<file path="config.mk">
export PLATFORM = sky130hd
export DESIGN_NAME = inst_fetch_unit
export DESIGN_NICKNAME = d
export VERILOG_FILES = /design/src/rtl/ifu_pkg.sv /design/src/rtl/y86_len_decode.sv /design/src/rtl/inst_fetch_unit.sv
export SDC_FILE = /design/constraint.sdc
export NUM_CORES = 1
export LEC_CHECK = 0
export BUFFER_PORTS_ARGS = -buffer_cell sky130_fd_sc_hd__buf_2
export CAP_MARGIN = 10
export CORE_MARGIN = 3
export CORE_UTILIZATION = 59
export CTS_CLUSTER_DIAMETER = 80
export DETAILED_ROUTE_END_ITERATION = 10
export PLACE_DENSITY_LB_ADDON = 0.25
export SLEW_MARGIN = 20
export SYNTH_ARGS = -nofsm -noshare
export SYNTH_HDL_FRONTEND = slang
export SYNTH_SLANG_ARGS = --single-unit
</file>
<file path="constraint.sdc">
create_clock -name clk -period 7.54 [get_ports clk]
set_input_delay 1.885 -clock clk [delete_from_list [all_inputs] [get_ports clk]]
set_output_delay 1.885 -clock clk [all_outputs]
set_load 0.005 [all_outputs]
</file>
<file path="src/rtl/ifu_pkg.sv">
// Shared definitions for the instruction fetch unit: Y86 icodes, modes, fetch FSM states.
package ifu_pkg;

  localparam logic MODE_MIPS = 1'b0;
  localparam logic MODE_Y86  = 1'b1;

  localparam logic [3:0] ICODE_HALT   = 4'h0;
  localparam logic [3:0] ICODE_NOP    = 4'h1;
  localparam logic [3:0] ICODE_RRMOVL = 4'h2;
  localparam logic [3:0] ICODE_IRMOVL = 4'h3;
  localparam logic [3:0] ICODE_RMMOVL = 4'h4;
  localparam logic [3:0] ICODE_MRMOVL = 4'h5;
  localparam logic [3:0] ICODE_OPL    = 4'h6;
  localparam logic [3:0] ICODE_JXX    = 4'h7;
  localparam logic [3:0] ICODE_CALL   = 4'h8;
  localparam logic [3:0] ICODE_RET    = 4'h9;
  localparam logic [3:0] ICODE_PUSHL  = 4'hA;
  localparam logic [3:0] ICODE_POPL   = 4'hB;

  typedef enum logic [1:0] {
    IDLE         = 2'd0,
    WAIT         = 2'd1,
    WAIT_DISCARD = 2'd2
  } fetch_state_e;

endpackage

</file>
<file path="src/rtl/y86_len_decode.sv">
// Combinational Y86 instruction length decode from the icode nibble; flags undefined icodes.
module y86_len_decode
  import ifu_pkg::*;
(
  input  logic [3:0] icode,
  output logic [2:0] len,
  output logic       badop
);

  // icode -> byte length; undefined icodes are one byte and flagged
  always_comb begin
    len   = 3'd1;
    badop = 1'b0;
    case (icode)
      ICODE_HALT, ICODE_NOP, ICODE_RET:                  len = 3'd1;
      ICODE_RRMOVL, ICODE_OPL, ICODE_PUSHL, ICODE_POPL:  len = 3'd2;
      ICODE_JXX, ICODE_CALL:                             len = 3'd5;
      ICODE_IRMOVL, ICODE_RMMOVL, ICODE_MRMOVL:          len = 3'd6;
      default: begin
        len   = 3'd1;
        badop = 1'b1;
      end
    endcase
  end

endmodule

</file>
<file path="src/rtl/inst_fetch_unit.sv">
// Instruction fetch front end: word fetches into a byte queue, 48-bit instruction window.
// Optional macro IFU_BADOP_TRAP_EN traps undefined Y86 icodes at the queue head.
module inst_fetch_unit
  import ifu_pkg::*;
#(
  parameter int          BUF_BYTES  = 12,
  parameter logic [31:0] RESET_PC   = 32'h0000_0000,
  parameter logic        RESET_MODE = 1'b0
) (
  input  logic        clk,
  input  logic        clrn,
  output logic        imem_req,
  output logic [31:0] imem_addr,
  input  logic        imem_ack,
  input  logic [31:0] imem_rdata,
  input  logic        redirect,
  input  logic [31:0] redirect_pc,
  input  logic        redirect_mode,
  output logic        inst_valid,
  input  logic        inst_ready,
  output logic [47:0] inst,
  output logic [2:0]  inst_len,
  output logic        mode,
  output logic [31:0] next_inst_pc,
  output logic        fetch_err
);

  localparam int CW = $clog2(BUF_BYTES + 1);
  localparam int QW = BUF_BYTES * 8;

  fetch_state_e  state_r, state_nxt_s;
  logic [QW-1:0] q_r, q_nxt_s, app_s;
  logic [CW-1:0] count_r, count_nxt_s, cnt_pop_s;
  logic [31:0]   pc_r, pc_nxt_s, fetch_addr_r, fetch_addr_nxt_s;
  logic [31:0]   req_addr_r, req_addr_nxt_s, word_s;
  logic [1:0]    skip_r, skip_nxt_s;
  logic          mode_r, mode_nxt_s, req_r, req_nxt_s, err_r, err_nxt_s;
  logic [2:0]    y86_len_s, len_s, app_bytes_s;
  logic          badop_s, pop_s, take_s, trap_s;

  y86_len_decode u_len_decode (
    .icode (q_r[7:4]),
    .len   (y86_len_s),
    .badop (badop_s)
  );

`ifdef IFU_BADOP_TRAP_EN
  assign trap_s = (mode_r == MODE_Y86) && (count_r != '0) && badop_s;
`else
  logic unused_badop_s;
  assign unused_badop_s = badop_s;
  assign trap_s         = 1'b0;
`endif

  // Queue bytes beyond count are kept zero, so the window needs no masking
  assign len_s        = (mode_r == MODE_Y86) ? y86_len_s : 3'd4;
  assign inst         = q_r[47:0];
  assign inst_len     = len_s;
  assign mode         = mode_r;
  assign next_inst_pc = pc_r + {29'd0, len_s};
  assign inst_valid   = (count_r != '0) && (count_r >= CW'(len_s)) && !err_r;
  assign fetch_err    = err_r;
  assign imem_req     = req_r;
  assign imem_addr    = req_addr_r;

  assign pop_s       = inst_valid && inst_ready;
  assign take_s      = (state_r == WAIT) && imem_ack && !redirect;
  assign cnt_pop_s   = count_r - (pop_s ? CW'(len_s) : CW'(0));
  assign word_s      = imem_rdata >> {skip_r, 3'b000};
  assign app_bytes_s = 3'd4 - {1'b0, skip_r};
  assign app_s       = {{(QW-32){1'b0}}, word_s} << {cnt_pop_s, 3'b000};

  // Queue, pc, mode and fetch pointer update; redirect overrides pop and ack
  always_comb begin
    q_nxt_s          = q_r;
    count_nxt_s      = count_r;
    pc_nxt_s         = pc_r;
    mode_nxt_s       = mode_r;
    fetch_addr_nxt_s = fetch_addr_r;
    skip_nxt_s       = skip_r;
    err_nxt_s        = err_r;
    if (redirect) begin
      q_nxt_s          = '0;
      count_nxt_s      = '0;
      mode_nxt_s       = redirect_mode;
      pc_nxt_s         = (redirect_mode == MODE_Y86) ? redirect_pc : {redirect_pc[31:2], 2'b00};
      fetch_addr_nxt_s = {redirect_pc[31:2], 2'b00};
      skip_nxt_s       = (redirect_mode == MODE_Y86) ? redirect_pc[1:0] : 2'b00;
      err_nxt_s        = 1'b0;
    end else begin
      q_nxt_s     = q_r >> (pop_s ? {len_s, 3'b000} : 6'd0);
      count_nxt_s = cnt_pop_s;
      pc_nxt_s    = pop_s ? next_inst_pc : pc_r;
      err_nxt_s   = err_r | trap_s;
      if (take_s) begin
        q_nxt_s          = q_nxt_s | app_s;
        count_nxt_s      = cnt_pop_s + CW'(app_bytes_s);
        fetch_addr_nxt_s = fetch_addr_r + 32'd4;
        skip_nxt_s       = 2'b00;
      end else begin
        fetch_addr_nxt_s = fetch_addr_r;
      end
    end
  end

  // Fetch FSM: one request outstanding; a redirect mid-request discards its data
  always_comb begin
    state_nxt_s    = state_r;
    req_addr_nxt_s = req_addr_r;
    case (state_r)
      IDLE: begin
        if (!redirect && (int'(cnt_pop_s) + 4 <= BUF_BYTES)) begin
          state_nxt_s    = WAIT;
          req_addr_nxt_s = fetch_addr_r;
        end else begin
          state_nxt_s = IDLE;
        end
      end
      WAIT: begin
        if (imem_ack) begin
          state_nxt_s = IDLE;
        end else if (redirect) begin
          state_nxt_s = WAIT_DISCARD;
        end else begin
          state_nxt_s = WAIT;
        end
      end
      WAIT_DISCARD: begin
        if (imem_ack) begin
          state_nxt_s = IDLE;
        end else begin
          state_nxt_s = WAIT_DISCARD;
        end
      end
      default: state_nxt_s = IDLE;
    endcase
    req_nxt_s = (state_nxt_s != IDLE);
  end

  // State registers
  always_ff @(posedge clk or negedge clrn) begin
    if (!clrn) begin
      state_r      <= IDLE;
      q_r          <= '0;
      count_r      <= '0;
      pc_r         <= RESET_PC;
      mode_r       <= RESET_MODE;
      fetch_addr_r <= {RESET_PC[31:2], 2'b00};
      req_addr_r   <= {RESET_PC[31:2], 2'b00};
      skip_r       <= RESET_PC[1:0];
      req_r        <= 1'b0;
      err_r        <= 1'b0;
    end else begin
      state_r      <= state_nxt_s;
      q_r          <= q_nxt_s;
      count_r      <= count_nxt_s;
      pc_r         <= pc_nxt_s;
      mode_r       <= mode_nxt_s;
      fetch_addr_r <= fetch_addr_nxt_s;
      req_addr_r   <= req_addr_nxt_s;
      skip_r       <= skip_nxt_s;
      req_r        <= req_nxt_s;
      err_r        <= err_nxt_s;
    end
  end

endmodule

</file>
======== Word level (Yosys, flattened, before mapping) ========
Cells that the tools add are included.
W data, S select, Z words.
operators by class
  add/sub/neg operators ................... 6
  order comparisons ....................... 2
  eq/ne operators ......................... 11
  shift operators ......................... 3
  muxes and demuxes ....................... 21
  bitwise gates (word level) .............. 1
  reduce and logical (&&, ||, !) cells .... 15
operators by type and width
  operator                 number
  $mux W96                 2
  $mux W32                 4
  $or A96 B96 Y96          1
  $shl A32 B7 Y96          1
  $shr A96 B6 Y96          1
  $add A32 B3 Y32          1
  $add A32 B3 Y32 const B  1
  $shr A32 B5 Y32          1
  $eq A4 B3 Y1 const B     4
  $mux W2                  7
  $eq A4 B4 Y1 const B     3
  $pmux W3 S3              1
  $eq A4 B2 Y1 const B     2
  $mux W4                  2
  $mux W3                  2
  $mux W6                  1
  $pmux W2 S3              1
  $reduce_bool A2 Y1       3
  $add A4 B3 Y5 const B    1
  $le A5 B4 Y1 const B     1
  $logic_and A1 B1 Y1      5
  $add A4 B3 Y4            1
  $ge A4 B3 Y1             1
  $reduce_bool A4 Y1       1
  11 further kinds         11
word-level totals
  register bits ........................... 202
  input port bits ......................... 70

======== Logic depth before layout (Yosys ltp) ========
Gate-level depths: netlist of the first run.
  depth in word-level cells ............... 15
  depth in mapped cells ................... 23

======== Modules after synthesis ========
Synthesis of the first run repeated with hierarchy kept, for this count alone.
unflattened totals
  cells, all modules ...................... 1720
  area total of the unflattened synthesis .. 14844.2 µm²
by module, submodules not included
  module           instances  cells each  area each (µm²)
  inst_fetch_unit  1          1711        14782.9
  y86_len_decode   1          9           61.3

======== Worst setup path before layout of the first run ========
Ideal clock, no wire load.
  kind .................................... reg2out
  start point ............................. register q_r[5]
  end point ............................... output next_inst_pc[30]
  arrival ................................. 3714 ps
  data required time ...................... 5655 ps
  slack ................................... 1941 ps
  cell stages (with the launch flop) ...... 17
  buffers on the path ..................... 4
  cells stage by stage .................... dfrtp_1 -> clkbuf_1 -> a21oi_1 -> mux2_2 -> clkbuf_1 -> buf_1 -> nor2_1 -> ha_1 -> inv_1 -> fa_1 -> nor2b_1 -> o2111ai_1 -> nor3_1 -> clkbuf_1 -> nand2_1 -> nor2_1 -> xor2_1
on the way
  cells in the longest elaborated chain, start to end .. 5
  elaborated cells on any way between the ends .. 15
  classes of those cells .................. add/sub (1); eq/ne (9); mux (2); reduce/logical (3)
RTL lines
  item                                            RTL line                source
  from (decl)                                     inst_fetch_unit.sv:32   logic [QW-1:0] q_r, q_nxt_s, app_s;
  from (signal assigned)                          inst_fetch_unit.sv:155  q_r <= q_nxt_s;
  $eq A4 B2 Y1, or another cell as far along      y86_len_decode.sv:14    case (icode)
  $reduce_or A4 Y1, or another cell as far along  n/a
  $pmux W3 S3 *                                   y86_len_decode.sv:14
  $mux W3 *                                       inst_fetch_unit.sv:56   assign len_s = (mode_r == MODE_Y86) ? y86_len_s : 3'd4;
  net inst_len[0]                                 inst_fetch_unit.sv:22   output logic [2:0] inst_len,
  $add A32 B3 Y32 *                               inst_fetch_unit.sv:60   assign next_inst_pc = pc_r + {29'd0, len_s};
  to (decl)                                       inst_fetch_unit.sv:24   output logic [31:0] next_inst_pc,
Mark *: on every way through the listed nets, which the timed path passes. The rest lies on a longest branch.

======== Final worst setup path of the first run ========
  start point ............................. register q_r[5]
  end point ............................... output next_inst_pc[30]
on the way
  cells in the longest elaborated chain, start to end .. 5
  elaborated cells on any way between the ends .. 15
  classes of those cells .................. add/sub (1); eq/ne (9); mux (2); reduce/logical (3)
RTL lines
  item                                            RTL line
  $eq A4 B2 Y1, or another cell as far along      y86_len_decode.sv:14
  $reduce_or A4 Y1, or another cell as far along  n/a
  $pmux W3 S3 *                                   y86_len_decode.sv:14
  $mux W3 *                                       inst_fetch_unit.sv:56
  $add A32 B3 Y32 *                               inst_fetch_unit.sv:60
Mark *: on every way between the ends. The rest lies on a longest branch, timed or not.

==> results_dict.tcl, run 1 <==
set metrics [dict create \
    outcome "completed" \
    io_pins 189 \
    core_area_sq_mm 0.02305 \
    cts_tree "yes" \
    cts_resized 0 \
    synth.ff_latch_count 198 \
    avgSynthCellArea_sq_um 8.717 \
    ir_worst_vdd_mv 0.1798 \
    clock_power_share_pct 18.1 \
    synth-edff-count 0 \
    die_x_um 160.6 \
    syn-cell-area_sq_mm 0.01410 \
    tightest_slew_ns 1.240 \
    rr_startpoint "q_r[5]" \
    drt_iter0_drc 1647 \
    clk_path_buf_depth 2 \
    antenna_found_initial 3 \
    worst_path_max_delay_cell "dfrtp_1" \
    arrival_ns 4.34 \
    setup-tns-final_ns 0 \
    synth_top_area_share_pct 35.15 \
    ys_types 72 \
    synth_area_leader_cell "dfrtp_1" \
    end_kind "primary output" \
    port_buffers 185 \
    grt_max_degree 88 \
    grt_util_met3_pct 13.23 \
    htree_levels 4 \
    cp_top_family "simple AND/OR/NAND/NOR gates" \
    startpoint_type "flop" \
    fin_nets 1771 \
    vias 13414 \
    maxSlewViolCount 0 \
    grt-ovfl-total 0 \
    finalCritPeriodShare_pct 82.59 \
    regToRegSetupSlack_ns 1.77 \
    hold_buffers 0 \
    cp_common_cell "nor2_1" \
    synth_async_sr_flop_share_pct 100.0 \
    max_cap_viol_count 0 \
    start_util_pct 61.15 \
    drt-pass1-iter-count 6 \
    grt_pass1_wl_um 72250 \
    grt_use_met2_pct 48.71 \
    drc 0 \
    hpwlAfterDp_um 32450 \
    yosys_warnings 0 \
    dieHeight_um 160.6 \
    fin_ws_ns 1.312 \
    leakage_nw 6.723 \
    crit_start "q_r[5]" \
    internal_power_w 0.002790 \
    die_area_sq_mm 0.02578 \
    ant_nets 0 \
    critPathBufInv 3 \
    area_growth_pct 9.675 \
    synthFlopType "dfrtp_1" \
    fillers 1908 \
    gp_congestion 0.9874 \
    hp-start "imem_addr[27]" \
    drive_gt1_share_pct 22.27 \
    critPathMaxStageDelay_ns 0.58 \
    grt_setup_unrepaired "false" \
    cellPowerDensity_mw_per_mm2 339.5 \
    top_usage_layer "met1" \
    grt_pass1_vias 12475 \
    maxSlewHeadroom_pct 16.49 \
    dp_slack_ns 1.868 \
    clock_latency_ns 0.45 \
    netlist_instances 1617 \
    pwr-share-comb_pct 51.6 \
    crit_chain "a21oi_1 > mux2_2 > nor2_1 > ha_1 > inv_1 > fa_1 > nor2b_1 > o2111ai_1 > nor3_1 > buf_4 > nand2_1 > nor2_1 > xor2_1 > buf_2" \
    p_seq_share_pct 30.3 \
    path_clk_slew_ns 0.09 \
    rows 55 \
    root_buffer "clkbuf_16" \
    worst_ep_required_time_ns 5.66 \
    critical_path.max_fanout 18 \
    hp-class "flop to flop" \
    wl_um 46120 \
    use_met1_pct 51.87 \
    setup_viol 0 \
    post_cts_buffers 0 \
    wl_per_cell_um 22.93 \
    numClockSinks 198 \
    synthTopCellsByArea "dfrtp_1 (35%), mux2_2 (8.4%), nand2_1 (6.4%)" \
    worst-setup-path-type "flop to primary output" \
    grt.total_usage_pct 35.15 \
    cts_buffers 17 \
    fin_crit_ns 6.228 \
    max_clock_freq_mhz 160.6 \
    clock_skew_ns 0.01493 \
    power.net_switching_w 0.002459 \
    synth_seq_area_share_pct 35.15 \
    hold_viol_final 0 \
    via_per_inst 6.670 \
    hold_slack_ns 0.5053 \
    p_sw_share_pct 46.85 \
]
-- stage by stage --
step / cell area, sq um / utilization [%] / instances / power (W)
after floorplan: 14100 / - / 1619 / 0.003332
after CTS: 15460 / 67.05 / 2010 / 0.005126
after global routing: 15460 / 67.06 / 2011 / 0.005497
after global placement: 14850 / 64.43 / 1978 / 0.004119
final: 15460 / 67.06 / 2011 / 0.005249
after detailed placement: 14850 / 64.43 / 1978 / 0.004179
-- registers in the layout, indices dropped and copies added, names as in the netlist --
name and cells:
count_r 4, fetch_addr_r 30, imem_addr 30, imem_req 1, mode 1, pc_r 32, q_r 96, skip_r 2
state_r 2
-- cell usage after synthesis (all sizes together) (10+ instances only) --
master	number
a211oi	10
a21oi	60
a22oi	51
a31oi	34
and3	35
buf	72
clkbuf	103
dfrtp	198
ha	14
inv	36
mux2	105
mux2i	62
nand2	242
nand3	96
nand4	21
nor2	80
nor3	20
o211ai	25
o21a	18
o21ai	59
o221ai	27
o22ai	19
xnor2	67
xor2	25
-- cell usage in the layout (no fill, tap or decap), types with 18 or more instances in the layout --
cell type	n
a21oi_1	60
a22oi_1	51
a31oi_1	34
and3_1	35
buf_2	184
buf_4	36
dfrtp_1	198
inv_1	33
mux2_2	105
mux2i_1	61
nand2_1	242
nand3_1	96
nand4_1	21
nor2_1	78
nor3_1	19
o211ai_1	25
o21a_1	18
o21ai_0	58
o221ai_1	27
o22ai_1	19
xnor2_1	66
xor2_1	25
-- power by group through the flow --
stage | registers [W] | logic, W | clock network (W)
after floorplan | 0.00151 | 0.00182 | 0
after global placement | 0.00158 | 0.00253 | 0
after detailed placement | 0.00159 | 0.00258 | 0
after CTS | 0.00157 | 0.00260 | 0.000950
after global routing | 0.00162 | 0.00288 | 0.000994
final | 0.00159 | 0.00271 | 0.000952
-- final cells by class --
type / instances / area, sq um / share of cell area [%]
diodes: 1 / 2.502 / 0.01619
clock buffers: 18 / 429.2 / 2.776
clock inverters: 14 / 175.2 / 1.133
inverters: 36 / 135.1 / 0.8741
multi-input cells: 1210 / 8167 / 52.82
flip-flops and latches: 198 / 4955 / 32.05
well taps: 313 / 391.6 / 2.533
repair buffers: 221 / 1205 / 7.794
-- metal layers --
metal / up-vias / part of all wire [%]
met5: - / 0.017
met4: 2 / 2.1
met3: 85 / 15
met2: 937 / 41
met1: 6431 / 42
li1: 5959 / -
-- cell families after synthesis --
family / after synthesis / share of synthesized area (%)
AO/OA/AOI/OAI: 375 / 18.31
XOR/XNOR: 92 / 5.716
adder cells (fa/ha/maj): 17 / 1.669
buffers and inverters: 211 / 7.181
flip-flops: 198 / 35.15
multiplexers: 174 / 13.91
other: 1 / 0.02660
AND/OR/NAND/NOR: 549 / 18.04
-- path summary, 6_finish.rpt --
path	to	cells past startpoint
worst max-delay path	next_inst_pc[30]	14
worst min-delay path	imem_addr[27]	1
worst max register to register	imem_addr[22]	17
worst min register to register	imem_addr[27]	1
max in group asynchronous	pc_r[28]	2
min in group asynchronous	q_r[83]	1
Power figures use the tool's default switching activity.
==> run 2, diff against run 1 <==
==> constraint.sdc (replaced) <==
create_clock -name clk -period 6.1 [get_ports clk]
set_input_delay 1.525 -clock clk [delete_from_list [all_inputs] [get_ports clk]]
set_output_delay 1.525 -clock clk [all_outputs]
set_load 0.005 [all_outputs]
==> results_dict.tcl, run 2 (synthesized netlist as in run 1, its figures left out) <==
set metrics [dict create \
    post_cts_buffers 0 \
    port_buffers 185 \
    cp_common_cell "nor2_1" \
    clock_latency_ns 0.45 \
    worst_ep_required_time_ns 4.58 \
    critical_path.max_fanout 13 \
    path_clk_slew_ns 0.09 \
    reg2reg_depth 16 \
    grt.total_usage_pct 35.74 \
    internal_power_w 0.003434 \
    ir_worst_vdd_mv 0.2749 \
    worst_path_max_delay_cell "dfrtp_1" \
    use_met1_pct 52.10 \
    drc 0 \
    p_seq_share_pct 30.3 \
    clock_skew_ns 0.01312 \
    largest_reg_flops 96 \
    end_kind "primary output" \
    critPathMaxStageDelay_ns 0.59 \
    setup_viol 0 \
    rows 55 \
    antenna_cells 0 \
    hp-class "flop to flop" \
    die_area_sq_mm 0.02578 \
    fin_crit_ns 5.673 \
    grt_max_degree 108 \
    grt_use_met2_pct 48.79 \
    max_clock_freq_mhz 176.3 \
    min_to "imem_addr[27]" \
    hold_buffers 0 \
    outcome "completed" \
    hold_slack_ns 0.5053 \
    fin_area_sq_mm 0.01544 \
    ant_nets 0 \
    grt_pass1_wl_um 73260 \
    arrival_ns 4.15 \
    clock_power_share_pct 18.1 \
    leakage_nw 6.709 \
    final_common_cell "nand2_1" \
    pwr-share-comb_pct 51.6 \
    cellPowerDensity_mw_per_mm2 419.1 \
    grt_setup_unrepaired "false" \
    cts_resized 0 \
    setup-tns-final_ns 0 \
    crit_chain "a21oi_1 > mux2_2 > nor2_1 > ha_1 > inv_1 > fa_1 > nor2b_1 > o2111ai_1 > nor3_1 > buf_4 > nand2_1 > nor2_1 > xor2_1 > buf_2" \
    dieHeight_um 160.6 \
    cts_buffers 17 \
    power.net_switching_w 0.003036 \
    top_usage_layer "met1" \
    clk_path_buf_depth 2 \
    start_util_pct 61.15 \
    antenna_found_initial 4 \
    max_cap_viol_count 0 \
    wl_per_cell_um 23.27 \
    drt-pass1-iter-count 7 \
    place_area_sq_mm 0.01483 \
    hp-start "imem_addr[27]" \
    reg2reg_to "q_r[34]" \
    htree_levels 4 \
    hold_viol_final 0 \
    core_area_sq_mm 0.02305 \
    grt_pass1_vias 12730 \
    hpwlAfterDp_um 32470 \
    rr_startpoint "q_r[6]" \
    regToRegSetupSlack_ns 0.87 \
    wl_um 46680 \
    maxSlewViolCount 0 \
    p_total_w 0.006469 \
    grt_util_met3_pct 14.88 \
    die_x_um 160.6 \
    largest_registers "q_r x96, pc_r x32" \
    drive_gt1_share_pct 22.03 \
    numClockSinks 198 \
    cts_tree "yes" \
    via_per_inst 6.710 \
    area_growth_pct 9.515 \
    gp_congestion 0.9928 \
    top_register "q_r" \
    finalCritPeriodShare_pct 93.00 \
    root_buffer "clkbuf_16" \
    grt-ovfl-total 0 \
    tightest_slew_ns 1.143 \
    fin_nets 1767 \
    final_cell_mix "nand2_1 (242), dfrtp_1 (198), buf_2 (184)" \
    worst-setup-path-type "flop to primary output" \
    p_sw_share_pct 46.92 \
    hold_depth 1 \
    io_pins 189 \
    drt_iter0_drc 2069 \
    vias 13460 \
    fillers 1903 \
    utilization_pct 66.96 \
    maxSlewHeadroom_pct 22.97 \
    startpoint_type "flop" \
]
[run 2: worst max-delay path: cells and delay by family (launching register included)]
| family | cells | cell delay [ns] |
|---|---|---|
| AND/OR/NAND/NOR | 5 | 0.95 |
| adder cells (fa/ha/maj) | 2 | 0.64 |
| flip-flops | 1 | 0.59 |
| XOR/XNOR | 1 | 0.20 |
| AO/OA/AOI/OAI | 2 | 0.51 |
| multiplexers | 1 | 0.35 |
| buffers and inverters | 3 | 0.46 |
[run 2: through the flow]
stage	setup slack, ns	cells
detailed placement	0.9980	1974
floorplan	0.8179	1619
global placement	1.205	1974
finish	0.4270	2006
global route	0.2592	2006
CTS	0.4961	2006
[run 2: cell type report]
| class | instances | area (sq um) | area share [%] |
|---|---|---|---|
| clock buffer | 18 | 429.2 | 2.780 |
| tap | 313 | 391.6 | 2.537 |
| timing repair buffer | 217 | 1187 | 7.692 |
| multi-input combinational | 1210 | 8164 | 52.89 |
| sequential | 198 | 4955 | 32.10 |
| inverter | 36 | 135.1 | 0.8753 |
| clock inverter | 14 | 175.2 | 1.135 |
[run 2: how the worst max path moves through the flow]
stage           start  slack, ns                to
3_5_place_dp   q_r[5]        1.0  next_inst_pc[30]
2_1_floorplan  q_r[5]       0.82     imem_addr[10]
6_report       q_r[5]       0.43  next_inst_pc[30]
4_1_cts        q_r[5]       0.50  next_inst_pc[30]
5_1_grt        q_r[5]       0.26  next_inst_pc[30]
3_3_place_gp   q_r[5]       1.20  next_inst_pc[30]
[run 2: power groups by stage]
stage | sequential [W] | combinational [W] | clock, W
global placement | 0.00195 | 0.00313 | 0
global route | 0.00200 | 0.00356 | 0.00122
finish | 0.00196 | 0.00334 | 0.00117
detailed placement | 0.00197 | 0.00318 | 0
CTS | 0.00195 | 0.00321 | 0.00118
floorplan | 0.00187 | 0.00225 | 0
[run 2: per-layer routing]
layer	share of wire (%)	wire length [um]	vias up
met5	0.14	66	-
li1	-	-	5944
met3	15	6950	124
met2	41	19150	934
met4	2.6	1225	8
met1	41	19290	6450
